===== src/rtl/fetch_unit.sv =====
// Instruction-fetch stage: owns the PC, addresses the synchronous instruction
// memory, and forms the IF/ID boundary with a one-bubble redirect squash.
module fetch_unit #(
  parameter logic [31:0] RESET_PC = 32'h0000_0000
) (
  input  logic        clk,
  input  logic        reset,
  input  logic        stall,
  input  logic        branch_taken,
  input  logic [31:0] branch_offset,
  input  logic        jump,
  input  logic [25:0] jump_index,
  input  logic        jr,
  input  logic [31:0] jr_target,
  output logic [31:0] imem_addr,
  input  logic [31:0] imem_instr,
  output logic        id_valid,
  output logic [31:0] id_instr,
  output logic [31:0] id_pc,
  output logic [31:0] id_pc_plus4,
  output logic [31:0] fetch_count
);

  logic [31:0] pc_f;
  logic [31:0] id_pc_r;
  logic        id_valid_r;
  logic [31:0] fetch_count_r;
  logic [29:0] sel_word;
  logic [31:0] target;
  logic        redirect;

  // While stalled the ID instruction is re-read so imem_instr keeps showing it.
  assign sel_word    = stall ? id_pc_r[31:2] : pc_f[31:2];
  assign imem_addr   = {2'b00, sel_word};

  assign id_valid    = id_valid_r;
  assign id_instr    = id_valid_r ? imem_instr : 32'h0;
  assign id_pc       = id_pc_r;
  assign id_pc_plus4 = id_pc_r + 32'd4;
  assign fetch_count = fetch_count_r;

  assign redirect = id_valid_r & ~stall & (jr | jump | branch_taken);

  // Later assignments override earlier ones, giving jr > jump > branch.
  always_comb begin
    // NOTE: default first so every path assigns target and no latch is inferred.
    target = id_pc_plus4 + (branch_offset << 2);
    if (jump) target = {id_pc_plus4[31:28], jump_index, 2'b00};
    if (jr)   target = jr_target & ~32'h3;
  end

  // NOTE: non-blocking assignments so every register samples pre-edge values.
  always_ff @(posedge clk or posedge reset) begin
    if (reset) begin
      pc_f          <= RESET_PC;
      id_pc_r       <= 32'h0;
      id_valid_r    <= 1'b0;
      fetch_count_r <= 32'h0;
    end else if (!stall) begin
      if (id_valid_r) fetch_count_r <= fetch_count_r + 32'd1;
      id_pc_r <= pc_f;
      if (redirect) begin
        // The instruction fetched this cycle is squashed: one bubble.
        pc_f       <= target;
        id_valid_r <= 1'b0;
      end else begin
        pc_f       <= pc_f + 32'd4;
        id_valid_r <= 1'b1;
      end
    end
  end

endmodule


===== config.mk =====
export PLATFORM = sky130hd
export DESIGN_NAME = fetch_unit
export DESIGN_NICKNAME = d
export VERILOG_FILES = /design/src/rtl/fetch_unit.sv
export SDC_FILE = /design/constraint.sdc
export NUM_CORES = 1
export LEC_CHECK = 0
export BUFFER_PORTS_ARGS = -buffer_cell sky130_fd_sc_hd__buf_2
export CAP_MARGIN = 20
export CORE_ASPECT_RATIO = 1.25
export CORE_MARGIN = 1.5
export CORE_UTILIZATION = 50
export CTS_CLUSTER_SIZE = 40
export DETAILED_ROUTE_END_ITERATION = 16
export GPL_ROUTABILITY_DRIVEN = 0
export PLACE_DENSITY = 0.81
export SYNTH_ARGS = -nofsm -noshare
export SYNTH_HDL_FRONTEND = slang
export SYNTH_SLANG_ARGS = --single-unit

===== constraint.sdc =====
create_clock -name clk -period 4 [get_ports clk]
set_input_delay 0.8 -clock clk [delete_from_list [all_inputs] [get_ports clk]]
set_output_delay 0.8 -clock clk [all_outputs]
set_load 0.05 [all_outputs]

# Word-level counts from Yosys, hierarchy flattened
# Cells that the tools add are included.
classes:
  n_addsub: 4
  muxes: 6
  bitwise_logic: 5
  n_reduce_logical: 1
op_table:
  columns: ["cell", "n"]
  rows:
  - ["2-to-1 mux 32 bit", 4]
  - ["adder 32 x 3 -> 32 bit (second input constant)", 2]
  - ["adder 32 x 1 -> 32 bit (second input constant)", 1]
  - ["adder 32 bit", 1]
  - ["2-to-1 mux 30 bit", 1]
  - ["bitwise AND 1 bit", 2]
  - ["bitwise OR 1 bit", 2]
  - ["AND reduction 2 bit", 1]
  - ["2-to-1 mux 1 bit", 1]
  - ["NOT 1 bit", 1]
word_totals:
  regBits: 97
  in_bits: 128
  word_cells: 20

# Depth between registers and ports, before layout
logic_depth:
  ltp_word: 5
  ltp_mapped: 15
  depth_no_buf: 14

# Worst setup path after synthesis
# OpenSTA, ideal clock, no wires.
synth_path:
  kind: "reg-to-reg"
  from: "register id_pc_r[4] (netlist: id_pc[4])"
  to: "register pc_f[31]"
  arrival_time_ps: 4222
  slack_ps: -347
  path_stages_with_launch: 16
  path_buffers: 1
  period_less_slack_ps: 4347
  path_cell_list: "dfrtp_1 > and4_4 > nand2_1 > nor2_1 > nand3_1 > xnor2_1 > ha_1 > clkbuf_1 > a21oi_1 > o21bai_1 > a22oi_1 > nand2_1 > o311a_2 > o22ai_1 > o211ai_1 > nand2b_1"
synth_between:
  elab_chain_cells: 5
synth_rtl:
  columns: ["element", "line", "text"]
  rows:
  - ["from (decl)", "25", "logic [31:0] id_pc_r;"]
  - ["from (signal assigned)", "61", "id_pc_r <= pc_f;"]
  - ["adder 32 x 3 -> 32 bit", "39", "assign id_pc_plus4 = id_pc_r + 32'd4;"]
  - ["via id_pc_plus4[20]", "20", "output logic [31:0] id_pc_plus4,"]
  - ["adder 32 bit", "47", "target = id_pc_plus4 + (branch_offset << 2);"]
  - ["2-to-1 mux 32 bit", "48", "if (jump) target = {id_pc_plus4[31:28], jump_index, 2'b00};"]
  - ["2-to-1 mux 32 bit", "49", "if (jr) target = jr_target & ~32'h3;"]
  - ["2-to-1 mux 32 bit", "62", "if (redirect) begin"]
  - ["to (signal assigned)", "64", "pc_f <= target;"]
  - ["to (signal assigned)", "67", "pc_f <= pc_f + 32'd4;"]
  - ["to (decl)", "24", "logic [31:0] pc_f;"]
# The timed path passes the listed nets, and every way through them passes these cells.
# A chain may end at the register's enable or synchronous reset.

# Worst setup path after layout
layout_path:
  from: "register id_pc_r[2] (netlist: id_pc[2])"
  to: "register pc_f[31]"
layout_between:
  elab_chain_cells: 5
layout_rtl:
  columns: ["element", "line"]
  rows:
  - ["adder 32 x 3 -> 32 bit *", "39"]
  - ["adder 32 bit", "47"]
  - ["2-to-1 mux 32 bit *", "48"]
  - ["2-to-1 mux 32 bit *", "49"]
  - ["2-to-1 mux 32 bit *", "62"]
# Every way passes the cells marked *; elsewhere a longest branch is shown, timed or not.

==> results.json <==
{
  "synthesis.area_um2": 7530,
  "cts_htree_levels": 3,
  "rsz0062_at_grt": "no",
  "yosys.area_share.simple": 0.241,
  "cts_hold_buf": 0,
  "final_cell_mix": "buf_2, dfrtp_1, nand2_1",
  "place_hpwl_um": 19000,
  "synthFlopType": "dfrtp_1",
  "critPathKind": "reg -> reg",
  "critPathCaptureType": "register",
  "required_ps": 4240,
  "cts_tree": "built",
  "yosys_warnings": 0,
  "dr.pass1.iters": 8,
  "critical_path_arrival_ps": 3930,
  "grt_start_max_net_pins": 80,
  "die_x_um": 113,
  "start_kind": "register",
  "finalNetCount": 1299,
  "worstPathCellList": "ha_1 -> nand3_1 -> nor3_2 -> buf_4 -> nand3_1 -> xnor2_2 -> ha_1 -> nand4_1 -> nor2_1 -> a22oi_1 -> nand2_1 -> o311a_2 -> o22ai_1 -> o211ai_1 -> nand2b_1",
  "drc_errors": 0,
  "antenna_left": 0,
  "finalCritPeriodShare": 0.923,
  "cts_buffers": 9,
  "ys_seq_elements": 97,
  "dp_cells": 1304,
  "vias": 7894,
  "drt_iter0_markers": 535,
  "synth.top_cell.area_share": 0.322,
  "avgRoutedWirePerCell_um": 18.7,
  "critPathSlowestCell": "dfrtp_1",
  "clk_pin_slew_worst_paths_ps": 80,
  "cp_max_fo": 7,
  "dieArea_um2": 15800,
  "yosys.area.top_type": "dfrtp_1",
  "dpl_worst_slack_ps": 356,
  "syn_inst": 859,
  "cp_top_family": "simple AND/OR/NAND/NOR gates",
  "start_util": 0.508,
  "p_leak_nw": 4.66,
  "synthXorXnorAreaFrac": 0.0905,
  "cp_num_buf_inv": 1,
  "synth_fa_ha_area_frac": 0.0624,
  "synth_top_family_by_area": "simple AND/OR/NAND/NOR gates",
  "synth_edf_count": 0,
  "synth_cell_type_count": 78,
  "clock_latency_ps": 360,
  "detail_route.vias_per_cell": 5.97,
  "slew_headroom": 0.494,
  "mostFrequentLayoutCell": "buf_2",
  "power_density_nw_per_um2": 802,
  "status": "completed",
  "critPathLaunch": "id_pc[2]$_DFFE_PP0N_",
  "min_path_type": "in -> async",
  "clock-root-buffer": "clkbuf_16",
  "clkSinkCount": 97,
  "rr_startpoint": "id_pc[2]$_DFFE_PP0N_",
  "cap_violations": 0,
  "cts_setup_buffers": 0,
  "worst_pin_slew_ps": 758,
  "power.share.switching": 0.577,
  "slowest_delay_ps": 470,
  "register_area_um2": 2430,
  "fmaxAchievable_mhz": 271,
  "grt_usage": 0.309,
  "clockBufferDepth": 2,
  "io_buffers": 282,
  "multi_input_area_um2": 5020,
  "grt_pass1_vias": 7379,
  "yosysSeqAreaShare": 0.322,
  "gr-total-overflow": 0,
  "pwr-share-seq": 0.230,
  "dieHeight_um": 140,
  "syn2layout_area_growth_pct": 27.8,
  "internal_power_mw": 3.27,
  "drv_slew": 0,
  "vdd_ir_drop_max_uv": 1010,
  "synth-async-reset-ratio": 1.00,
  "num_rows": 50,
  "setup_violations": 0,
  "grt_pass1_wl_um": 38500,
  "muxShareOfSynthArea": 0.0639,
  "synth_area_leaders": "dfrtp_1, xnor2_1, ha_1, a21oi_1, mux2_2",
  "n_fill_cell": 1257,
  "finalSetupTns_ps": 0,
  "cts_resized": 0,
  "postSynthAreaPerCell_um2": 8.77,
  "synth_compound_area_frac": 0.187,
  "antenna_found_initial": 2,
  "final.min_clock_period_ps": 3690,
  "combPwrFrac": 0.654,
  "pin_count": 289,
  "drt-total-wl_um": 24700,
  "hold_viol": 0,
  "fin_ws_ps": 310,
  "clock_power_share": 0.116,
  "skew_ps": 12.4,
  "fin_cells": 1322,
  "core_um2": 14800,
  "switching_power_mw": 4.46,
  "drive_gt1_frac": 0.356
}
[cell usage after synthesis, types with 7 or more instances]
library cell / instances
a211oi_1: 7
a21o_1: 19
a21oi_1: 75
a31oi_1: 16
and2_1: 41
and3_1: 14
and4_1: 9
buf_1: 10
clkbuf_1: 19
dfrtp_1: 97
ha_1: 36
inv_1: 14
mux2_2: 33
mux2i_1: 11
nand2_1: 83
nand2b_1: 12
nand3_1: 31
nand4_1: 27
nor2_1: 58
nor3_1: 14
o211ai_1: 12
o21ai_0: 39
o22ai_1: 9
xnor2_1: 54
xor2_1: 22
[area by class of cell]
type	instances	share of cell area
diodes	1	0.000260
clock buffers	9	0.0234
clock inverters	7	0.00793
inverters	15	0.00611
multi-input cells	707	0.521
flip-flops and latches	97	0.252
well taps	182	0.0236
repair buffers	304	0.166
[power by group through the flow]
| stage | clock (mW) | combinational, mW | sequential, mW |
|---|---|---|---|
| after global routing | 0.945 | 5.36 | 1.83 |
| after global placement | 0 | 4.93 | 1.76 |
| after CTS | 0.907 | 5.01 | 1.77 |
| after detailed placement | 0 | 5.00 | 1.78 |
| final | 0.893 | 5.05 | 1.78 |
| after floorplan | 0 | 3.33 | 2.26 |
[worst register-to-register path: cells and delay by family, from the launching register on]
kind            cells  cell delay (ps)
xor+xnor            1              220
buf+inv             1              200
compound gates      4              970
simple gates        7             1040
flops               1              470
fa+ha+maj           2              660
[final timing paths]
path | slack, ps | endpoint | cells past startpoint
max | 310 | pc_f[31]$_DFFE_PP0N_ | 15
min | 440 | fetch_count[21]$_DFFE_PP0P_ | 2
max reg2reg | 310 | pc_f[31]$_DFFE_PP0N_ | 15
min reg2reg | 480 | fetch_count[31]$_DFFE_PP0P_ | 1
max in group asynchronous | 2740 | pc_f[29]$_DFFE_PP0N_ | 4
min in group clk | 480 | fetch_count[31]$_DFFE_PP0P_ | 1
[metal layers]
layer	vias to the layer above	GRT usage	wire, µm
met5	-	0	13
met4	2	0.112	765
met3	57	0.0420	2000
met2	430	0.550	12400
met1	3720	0.382	9490
li1	3685	-	-
[sequential cells by signal, summed over array words and instances, names as in the netlist]
name and count:
id_valid 1, id_pc 32, pc_f 32, fetch_count 32
[metrics by stage]
step                      power, mW  hold WS, ps  utilization  cell area (µm²)
after floorplan                5.59          435            -             7670
after CTS                      7.69          474        0.648             9600
after global routing           8.13          471        0.650             9630
after detailed placement       6.78          460        0.627             9300
final                          7.72          441        0.650             9630
after global placement         6.69          447        0.627             9300
[cell families (layout without fill, tap and decap cells)]
family                   count (synthesis)  after routing
AO/OA/AOI/OAI                          220            220
AND/OR/NAND/NOR                        327            327
adder cells (fa/ha/maj)                 37             37
other                                    1              3
XOR/XNOR                                77             77
buffers and inverters                   56            335
flip-flops                              97             97
multiplexers                            44             44
Power figures use the tool's default switching activity.
